**src/rtl/pfxsum_seq_if.sv**
```systemverilog
// Bus bundle between the prefix-sum sequencer, its source/destination memories and one Pfxsum datapath.
interface pfxsum_seq_if #(
  parameter int unsigned IWIDTH   = 8,
  parameter int unsigned V_LEN    = 8,
  parameter int unsigned CHUNK_AW = 2
);
  localparam int unsigned VW = IWIDTH * V_LEN;

  logic                start;
  logic [CHUNK_AW:0]   num_chunks;
  logic                busy;
  logic                done;
  logic                err;
  logic                rd_en;
  logic [CHUNK_AW-1:0] rd_addr;
  logic [VW-1:0]       rd_data;
  logic                pfx_valid_in;
  logic [VW-1:0]       pfx_ivec;
  logic                pfx_valid_out;
  logic [VW-1:0]       pfx_ovec;
  logic                wr_en;
  logic [CHUNK_AW-1:0] wr_addr;
  logic [VW-1:0]       wr_data;

  // Requester / memory / datapath side
  modport master (
    output start, num_chunks, rd_data, pfx_valid_out, pfx_ovec,
    input  busy, done, err, rd_en, rd_addr, pfx_valid_in, pfx_ivec,
           wr_en, wr_addr, wr_data
  );

  // Sequencer side
  modport slave (
    input  start, num_chunks, rd_data, pfx_valid_out, pfx_ovec,
    output busy, done, err, rd_en, rd_addr, pfx_valid_in, pfx_ivec,
           wr_en, wr_addr, wr_data
  );
endinterface

```
**src/rtl/pfxsum_seq.sv**
```systemverilog
// Chunk sequencer for Pfxsum: read chunk, issue it, add the running carry to the
// returned local prefix sum, write it back; one chunk outstanding at a time.
module pfxsum_seq #(
  parameter int unsigned IWIDTH   = 8,
  parameter int unsigned V_LEN    = 8,
  parameter int unsigned CHUNK_AW = 2,
  parameter int unsigned TIMEOUT  = 64
) (
  input  logic         clk,
  input  logic         rst_n,
  pfxsum_seq_if.slave  bus
);

  localparam int unsigned VW = IWIDTH * V_LEN;
  localparam int unsigned NW = CHUNK_AW + 1;
  localparam int unsigned TW = $clog2(TIMEOUT + 1);
  localparam logic [NW-1:0] MAX_CHUNKS = NW'(1 << CHUNK_AW);
  localparam logic [TW-1:0] T_LAST     = TW'(TIMEOUT - 1);

  typedef enum logic [2:0] {
    S_IDLE, S_READ, S_LATCH, S_ISSUE, S_WAIT, S_WRITE, S_DONE
  } state_t;

  state_t              r_state, w_state_nx;
  logic [CHUNK_AW-1:0] r_idx, w_idx_nx;
  logic [NW-1:0]       r_count, w_count_nx;
  logic [IWIDTH-1:0]   r_carry, w_carry_nx;
  logic [TW-1:0]       r_tmr, w_tmr_nx;
  logic [VW-1:0]       r_ivec, w_ivec_nx;
  logic [VW-1:0]       r_wdata, w_wdata_nx;
  logic                r_err, w_err_nx;
  logic [VW-1:0]       w_sum;
  logic                r_busy, r_done, r_rd_en, r_vin, r_wr_en;

  // Carry-adjusted lanes of the returned local prefix sum
  always_comb begin
    w_sum = '0;
    for (int i = 0; i < int'(V_LEN); i++) begin
      w_sum[i*IWIDTH +: IWIDTH] = bus.pfx_ovec[i*IWIDTH +: IWIDTH] + r_carry;
    end
  end

  always_ff @(posedge clk or negedge rst_n) begin
    if (!rst_n) r_state <= S_IDLE;
    else        r_state <= w_state_nx;
  end

  always_comb begin
    w_state_nx = r_state;
    w_idx_nx   = r_idx;
    w_count_nx = r_count;
    w_carry_nx = r_carry;
    w_tmr_nx   = r_tmr;
    w_ivec_nx  = r_ivec;
    w_wdata_nx = r_wdata;
    w_err_nx   = r_err;
    case (r_state)
      S_IDLE: begin
        if (bus.start) begin
          w_err_nx = 1'b0;
          if (bus.num_chunks == '0) begin
            w_state_nx = S_DONE;
          end else begin
            w_count_nx = (bus.num_chunks > MAX_CHUNKS) ? MAX_CHUNKS : bus.num_chunks;
            w_idx_nx   = '0;
            w_carry_nx = '0;
            w_state_nx = S_READ;
          end
        end
      end
      S_READ:  w_state_nx = S_LATCH;
      S_LATCH: begin
        w_ivec_nx  = bus.rd_data;
        w_state_nx = S_ISSUE;
      end
      S_ISSUE: begin
        w_tmr_nx   = '0;
        w_state_nx = S_WAIT;
      end
      S_WAIT: begin
        // A result on the final timeout cycle still wins over the abort
        if (bus.pfx_valid_out) begin
          w_wdata_nx = w_sum;
          w_state_nx = S_WRITE;
        end else if (r_tmr == T_LAST) begin
          w_err_nx   = 1'b1;
          w_state_nx = S_DONE;
        end else begin
          w_tmr_nx = r_tmr + TW'(1);
        end
      end
      S_WRITE: begin
        w_carry_nx = r_wdata[VW-1 -: IWIDTH];
        if ({1'b0, r_idx} == r_count - NW'(1)) begin
          w_state_nx = S_DONE;
        end else begin
          w_idx_nx   = r_idx + CHUNK_AW'(1);
          w_state_nx = S_READ;
        end
      end
      S_DONE:  w_state_nx = S_IDLE;
      default: w_state_nx = S_IDLE;
    endcase
  end

  // Datapath registers; strobes are registered from the next state
  always_ff @(posedge clk or negedge rst_n) begin
    if (!rst_n) begin
      r_idx   <= '0;
      r_count <= '0;
      r_carry <= '0;
      r_tmr   <= '0;
      r_ivec  <= '0;
      r_wdata <= '0;
      r_err   <= 1'b0;
      r_busy  <= 1'b0;
      r_done  <= 1'b0;
      r_rd_en <= 1'b0;
      r_vin   <= 1'b0;
      r_wr_en <= 1'b0;
    end else begin
      r_idx   <= w_idx_nx;
      r_count <= w_count_nx;
      r_carry <= w_carry_nx;
      r_tmr   <= w_tmr_nx;
      r_ivec  <= w_ivec_nx;
      r_wdata <= w_wdata_nx;
      r_err   <= w_err_nx;
      r_busy  <= (w_state_nx != S_IDLE);
      r_done  <= (w_state_nx == S_DONE);
      r_rd_en <= (w_state_nx == S_READ);
      r_vin   <= (w_state_nx == S_ISSUE);
      r_wr_en <= (w_state_nx == S_WRITE);
    end
  end

  assign bus.busy         = r_busy;
  assign bus.done         = r_done;
  assign bus.err          = r_err;
  assign bus.rd_en        = r_rd_en;
  assign bus.rd_addr      = r_idx;
  assign bus.pfx_valid_in = r_vin;
  assign bus.pfx_ivec     = r_ivec;
  assign bus.wr_en        = r_wr_en;
  assign bus.wr_addr      = r_idx;
  assign bus.wr_data      = r_wdata;

endmodule

```
**src/flat_wrapper.sv**
```systemverilog
// flat-port wrapper written by rule: the top's interface ports become plain ports
module pfxsum_seq_flat 
#(
  parameter int unsigned IWIDTH   = 8,
  parameter int unsigned V_LEN    = 8,
  parameter int unsigned CHUNK_AW = 2,
  parameter int unsigned TIMEOUT  = 64
)
  (clk, rst_n, bus_start, bus_num_chunks, bus_rd_data, bus_pfx_valid_out, bus_pfx_ovec, bus_busy, bus_done, bus_err, bus_rd_en, bus_rd_addr, bus_pfx_valid_in, bus_pfx_ivec, bus_wr_en, bus_wr_addr, bus_wr_data);
  pfxsum_seq_if #(.IWIDTH(IWIDTH), .V_LEN(V_LEN), .CHUNK_AW(CHUNK_AW)) bus_i ();
  input  logic clk;
  input  logic rst_n;
  input wire logic [$bits(bus_i.start)-1:0] bus_start;
  input wire logic [$bits(bus_i.num_chunks)-1:0] bus_num_chunks;
  input wire logic [$bits(bus_i.rd_data)-1:0] bus_rd_data;
  input wire logic [$bits(bus_i.pfx_valid_out)-1:0] bus_pfx_valid_out;
  input wire logic [$bits(bus_i.pfx_ovec)-1:0] bus_pfx_ovec;
  output wire logic [$bits(bus_i.busy)-1:0] bus_busy;
  output wire logic [$bits(bus_i.done)-1:0] bus_done;
  output wire logic [$bits(bus_i.err)-1:0] bus_err;
  output wire logic [$bits(bus_i.rd_en)-1:0] bus_rd_en;
  output wire logic [$bits(bus_i.rd_addr)-1:0] bus_rd_addr;
  output wire logic [$bits(bus_i.pfx_valid_in)-1:0] bus_pfx_valid_in;
  output wire logic [$bits(bus_i.pfx_ivec)-1:0] bus_pfx_ivec;
  output wire logic [$bits(bus_i.wr_en)-1:0] bus_wr_en;
  output wire logic [$bits(bus_i.wr_addr)-1:0] bus_wr_addr;
  output wire logic [$bits(bus_i.wr_data)-1:0] bus_wr_data;
  assign bus_i.start = bus_start;
  assign bus_i.num_chunks = bus_num_chunks;
  assign bus_i.rd_data = bus_rd_data;
  assign bus_i.pfx_valid_out = bus_pfx_valid_out;
  assign bus_i.pfx_ovec = bus_pfx_ovec;
  assign bus_busy = bus_i.busy;
  assign bus_done = bus_i.done;
  assign bus_err = bus_i.err;
  assign bus_rd_en = bus_i.rd_en;
  assign bus_rd_addr = bus_i.rd_addr;
  assign bus_pfx_valid_in = bus_i.pfx_valid_in;
  assign bus_pfx_ivec = bus_i.pfx_ivec;
  assign bus_wr_en = bus_i.wr_en;
  assign bus_wr_addr = bus_i.wr_addr;
  assign bus_wr_data = bus_i.wr_data;
  pfxsum_seq #(.IWIDTH(IWIDTH), .V_LEN(V_LEN), .CHUNK_AW(CHUNK_AW), .TIMEOUT(TIMEOUT)) u_core (.clk(clk), .rst_n(rst_n), .bus(bus_i));
endmodule
```
**config.mk**
```make
export PLATFORM = sky130hd
export DESIGN_NAME = pfxsum_seq_flat
export DESIGN_NICKNAME = d
export VERILOG_FILES = /design/src/rtl/pfxsum_seq_if.sv /design/src/rtl/pfxsum_seq.sv /design/src/flat_wrapper.sv
export SDC_FILE = /design/constraint.sdc
export NUM_CORES = 1
export LEC_CHECK = 0
export CAP_MARGIN = 20
export CORE_MARGIN = 4
export CORE_UTILIZATION = 35
export DETAILED_ROUTE_END_ITERATION = 10
export PLACE_DENSITY_LB_ADDON = 0.05
export SYNTH_ARGS = -nofsm -noshare
export SYNTH_HDL_FRONTEND = slang
export SYNTH_SLANG_ARGS = --single-unit
```
**constraint.sdc**
```tcl
create_clock -name clk -period 3.2 [get_ports clk]
set_clock_uncertainty 0.15 [all_clocks]
set_input_delay 0.64 -clock clk [delete_from_list [all_inputs] [get_ports clk]]
set_output_delay 0.64 -clock clk [all_outputs]
set_load 0.02 [all_outputs]
```
==> results of run 1 <==
## flip-flops by register name (all words and copies together), names as in the netlist
| name | count |
|---|---|
| u_core.bus.pfx_ivec | 64 |
| u_core.bus.busy | 1 |
| u_core.bus.wr_en | 1 |
| u_core.bus.rd_en | 1 |
| u_core.bus.rd_addr | 2 |
| u_core.r_count | 3 |
| u_core.r_carry | 8 |
| u_core.bus.wr_data | 64 |
| u_core.r_state | 3 |
| u_core.bus.pfx_valid_in | 1 |
| u_core.bus.err | 1 |
| u_core.bus.done | 1 |
| u_core.r_tmr | 7 |
## worst paths after layout
check	startpoint	end	slack (ps)
hold / removal	rst_n	u_core.bus.rd_en	20
max in group asynchronous	rst_n	u_core.bus.wr_data[31]	2120
hold reg to reg	u_core.bus.wr_data[7]	u_core.bus.wr_data[7]	330
min in group clk	u_core.bus.wr_data[7]	u_core.bus.wr_data[7]	330
setup reg to reg	u_core.r_carry[0]	u_core.bus.wr_data[62]	540
setup / recovery	u_core.r_carry[0]	u_core.bus.wr_data[62]	540
## synthesized netlist by cell type, types with 3 or more instances
library cell and number:
clkbuf_1 15, dfrtp_1 157, nand2_1 90, nor2_1 21, mux2i_1 9, fa_1 8
o21ai_0 76, xor2_1 20, ha_1 58, a21o_1 8, a21boi_0 10, and3_1 14
nor3_1 4, o22ai_1 9, nor2b_1 11, a21oi_1 23, o31ai_1 10, xnor2_1 28
nand3_1 3, buf_2 9, or3_1 9, o311ai_0 8, a22o_1 10, mux2_2 64
inv_1 55
## area by class of cell
cell class | instances | area share, %
flip-flops and latches | 157 | 33.22
multi-input cells | 513 | 32.95
repair buffers | 279 | 23.80
clock buffers | 19 | 3.661
well taps | 313 | 3.312
inverters | 55 | 1.746
clock inverters | 13 | 1.312
## cell families (layout without fill, tap and decap cells)
logic type / after synthesis / in the layout / synth area share [%]
multiplexers: 74 / 74 / 10.09
adder cells (fa/ha/maj): 66 / 66 / 10.87
flip-flops: 157 / 157 / 48.20
AND/OR/NAND/NOR: 168 / 168 / 9.917
XOR/XNOR: 48 / 48 / 5.158
buffers and inverters: 83 / 366 / 4.145
AO/OA/AOI/OAI: 157 / 157 / 11.62
## worst max-delay path: cells and delay by family (launching register included)
| kind | cells | cell delay (ps) |
|---|---|---|
| compound gates | 4 | 640 |
| fa+ha+maj | 2 | 680 |
| simple gates | 1 | 120 |
| mux | 1 | 150 |
| buf+inv | 1 | 60 |
| flops | 1 | 720 |
## metal layers
metal	routed length (um)	track usage, %	vias to the layer above
met4	324	4.693	2
met1	10920	24.62	2982
li1	-	-	3160
met3	1899	6.492	25
met2	10730	29.14	210
met5	11	0	-
## stage by stage
stage,util (%),setup WS (ps)
after floorplan,-,930.2
after global placement,49.33,337.1
after detailed placement,49.33,261.5
after CTS,51.91,497.9
after global routing,51.91,277.9
final,51.91,543.3
## power groups by stage
stage	clock, uW	combinational, uW	sequential, uW
2_1_floorplan	0	2780	4430
3_3_place_gp	0	6320	3650
3_5_place_dp	0	6350	3670
4_1_cts	2100	6370	3640
5_1_grt	2190	6850	3750
6_report	2040	6270	3610
==> out/results.tsv, run 1 <==
metric	value	unit
r2r.worst_path.cells	9	
drive_gt1_share	10.71	%
yosysTopAreaCell	dfrtp_1	
fillers	2061	
mostFrequentLayoutCells	clkdlybuf4s50_1 (271), dfrtp_1 (157), nand2_1 (89)	
post-dp-hpwl	17850	um
nNetsFinal	1224	
tns	0	ps
postPlaceCellArea	11240	um^2
cts_setup_buffers	0	
worstMarginPinSlew	693.2	ps
cts-buffers-inserted	17	
synth_top_area_share	48.20	%
relSlewSlack	53.73	%
slowest_stage	dfrtp_1	
grt_max_degree	129	
synth.cell_area	8150	um^2
gp_congestion	0.7908	
rows	55	
viasPerCell	4.729	
path_cells	ha_1 -> inv_1 -> fa_1 -> nor2b_1 -> o21ai_0 -> a21boi_0 -> o21ai_0 -> mux2i_1 -> o311ai_0	
drc	0	
rsz0062_at_grt	false	
layout_commonest_cell	clkdlybuf4s50_1	
grt_pass1_wl	37280	um
cts.sink_count	157	
io_pins	273	
antenna_found_initial	1	
combPwrFrac	52.6	%
die-area	25790	um^2
ys_top_cells_by_area	dfrtp_1 (48%), ha_1 (8.9%), mux2_2 (8.8%)	
fin_area	11830	um^2
multi_input_area	3896	um^2
async_flop_share	100.0	%
path_class	flop to flop	
whs	22.92	ps
diodes	0	
cts.clk_slew.worst_paths	70	ps
clkPwrFrac	17.1	%
synth_edf_count	0	
p_int	7181	uW
syn_area_per_cell	10.82	um^2
ant_nets	0	
drt_iter0_markers	315	
core_area	22780	um^2
finalHoldViolations	0	
cts_tree	yes	
yosysSeqAreaShare	48.20	%
htree_levels	4	
p_leak	0.005273	uW
yosys_warnings	0	
report.final.slew_viol_count	0	
min_period_over_period	83.02	%
cp_data_required_time	3320	ps
initial_core_util	35.78	%
total_power	11920	uW
dieWidth	160.6	um
wl	23880	um
wl_per_cell	17.70	um
startpoint_type	flop	
crit_top_cell	o21ai_0	
die_h	160.6	um
groute.usage.overall	18.55	%
cp.arrival	2780	ps
grt_pass1_vias	6323	
min_path_type	primary input to asynchronous set/reset pin	
max_freq	0.3764	GHz
final_cells	1349	
finalCriticalPeriod	2657	ps
seqPwrFrac	30.3	%
cts_hold_buffers	0	
p_sw	4742	uW
switching_share	39.77	%
synth_cell_types	45	
ys.flop_type	dfrtp_1	
synthToLayoutAreaGrowth	45.09	%
setup_viol	0	
cpPeakStageDelay	720	ps
overflow	0	
clock_latency	420	ps
synth_fp_nets	954	
worstSetupEndpointType	flop	
syn_inst	753	
num_vias	6379	
seqCellArea	3929	um^2
peakVddDrop	0.0004158	V
status	complete, no violations	
ys_ff_latch	157	
port_buffers	272	
drtPass1Iterations	4	
cts_resized	0	
path_max_fanout	9	
cap_violations	0	
cts_buffer_depth	2	
placedCellCount	1317	
powerDensity	1008	nW/um^2
root_buffer	clkbuf_16	
(Power assumes the default switching activity.)
==> run 2, diff against run 1 <==
Clock period 3.2 ns to 2.5 ns, I/O delays scaled along.
==> out/results.tsv, run 2 (synthesis results as in run 1) <==
metric	value	unit	change
status	complete, no violations		
wl	23840	um	-0.16%
wl_per_cell	16.98	um	-4.1%
critical-path-top-delay-family	simple AND/OR/NAND/NOR gates		
path_buf_inv	1		unchanged
place_ws	-278.0	ps	-539.5 ps
grt_pass1_wl	37290	um	about the same
relSlewSlack	53.61	%	-0.12 points
rows	55		unchanged
cpPeakStageDelay	560	ps	-160 ps
path_class	flop to flop		
cp_data_required_time	2680	ps	-640 ps
drc	0		unchanged
dieWidth	160.6	um	unchanged
cp.arrival	2470	ps	-310 ps
path_cells	inv_1 -> ha_1 -> xnor2_1 -> nor3_2 -> nor2_1 -> or4_4 -> nor3_1		
rsz0062_at_grt	false		
report.final.slew_viol_count	0		unchanged
cts_tree	yes		
groute.usage.overall	18.53	%	-0.021 points
drt_iter0_markers	258		-18%
antenna_found_initial	1		unchanged
finalCriticalPeriod	2298	ps	-359.1 ps
root_buffer	clkbuf_16		
gp_congestion	0.8084		+2.2%
layout_commonest_cell	clkdlybuf4s50_1		
htree_levels	4		unchanged
cts-buffers-inserted	17		unchanged
peakVddDrop	0.0005148	V	+24%
post-dp-hpwl	17930	um	+0.45%
grt_pass1_vias	6434		+1.8%
ant_nets	0		unchanged
initial_core_util	35.78	%	unchanged
diodes	0		unchanged
min_period_over_period	91.90	%	+8.9 points
total_power	15600	uW	+31%
synthToLayoutAreaGrowth	50.46	%	
viasPerCell	4.646		-1.7%
overflow	0		unchanged
clock_latency	420	ps	about the same
fin_area	12260	um^2	+3.7%
cts.clk_slew.worst_paths	70	ps	about the same
port_buffers	272		unchanged
fin_ws	202.4	ps	-340.9 ps
nNetsFinal	1280		+4.6%
max_freq	0.4352	GHz	+16%
drive_gt1_share	15.49	%	+4.8 points
setup_viol	0		unchanged
slowest_stage	or4_4		
mostFrequentLayoutCells	clkdlybuf4s50_1 (271), dfrtp_1 (156), nand2_1 (89)		
worstSetupEndpointType	flop		
num_vias	6523		+2.3%
io_pins	273		unchanged
post-route-util	53.84	%	+1.9 points
startpoint_type	flop		
fillers	2112		+2.5%
grt_max_degree	91		-29%
core_area	22780	um^2	unchanged
drtPass1Iterations	4		unchanged
die_h	160.6	um	unchanged
postPlaceCellArea	11670	um^2	+3.8%
p_leak	0.005542	uW	+5.1%
cap_violations	0		unchanged
powerDensity	1272	nW/um^2	+26%
worstMarginPinSlew	695.8	ps	+2.596 ps
cts.sink_count	157		unchanged
path_max_fanout	4		-5
cts_buffer_depth	2		unchanged
die-area	25790	um^2	unchanged
finalHoldViolations	0		unchanged
min_path_type	flop to flop		
## run 2: changes by cell type in the layout (fill, tap and decap cells not counted), sizes merged
cell / delta
buf: +55
dlygate4sd3: +1
inv: -1
bufinv: -1
clkinv: +2
clkbuf: -1
## run 2: per-layer routing
layer  vias to the layer above  GRT usage (%)  wire (um)
li1                       3273              -          -
met1                      3024          24.77      10840
met2                       212          28.88      10860
met3                        12          6.415       1917
met4                         2          4.849        208
met5                         -              0         20
## run 2: worst paths after layout
check / from / endpoint / slack (ps) / cells past startpoint
hold / removal: u_core.bus.wr_data[40] / u_core.bus.wr_data[40] / 320 / 2
min in group asynchronous: rst_n / u_core.bus.rd_en / 420 / 2
max in group asynchronous: rst_n / u_core.bus.wr_data[13] / 1100 / 3
hold reg to reg: u_core.bus.wr_data[40] / u_core.bus.wr_data[40] / 320 / 2
setup reg to reg: u_core.r_count[0] / u_core.bus.done / 200 / 7
setup / recovery: u_core.r_count[0] / u_core.bus.done / 200 / 7
## run 2: worst register-to-register path, stage by stage, from the launching register on
cell	delay (ps)
dfrtp_1	380
inv_1	50
ha_1	290
xnor2_1	160
nor3_2	250
nor2_1	140
or4_4	560
nor3_1	220
## run 2: repair_timing
item | CTS | global route
setup buffers | 0 | 1
endpoints found under the hold margin | 43 | 0
hold buffers | 1 | 0
endpoints found under the setup margin | 0 | 11
gates resized for setup | 0 | 4
## run 2: layout make-up
class / instances / area, um^2 / area share [%]
flip-flops and latches: 157 / 3930 / 32.05
multi-input cells: 513 / 3902 / 31.82
repair buffers: 335 / 3262 / 26.60
clock buffers: 18 / 439.2 / 3.581
well taps: 313 / 391.6 / 3.194
inverters: 55 / 206.4 / 1.684
clock inverters: 13 / 131.4 / 1.071
## run 2: report_power, final
part	leakage [uW]	switching, uW	internal (uW)	total (uW)
Combinational	0.00332	4100	4360	8470
Sequential	0.00195	898	3700	4600
Clock	0.000270	1120	1410	2530
Total	0.00554	6120	9480	15600
## run 2: through the flow
step | cells | hold WS, ps | TNS, ps
floorplan | 753 | 54.41 | 0
global placement | 1371 | 310.9 | -2029
detailed placement | 1371 | 312.1 | -2465
CTS | 1403 | 328.8 | 0
global route | 1404 | 340.5 | 0
finish | 1404 | 324.4 | 0
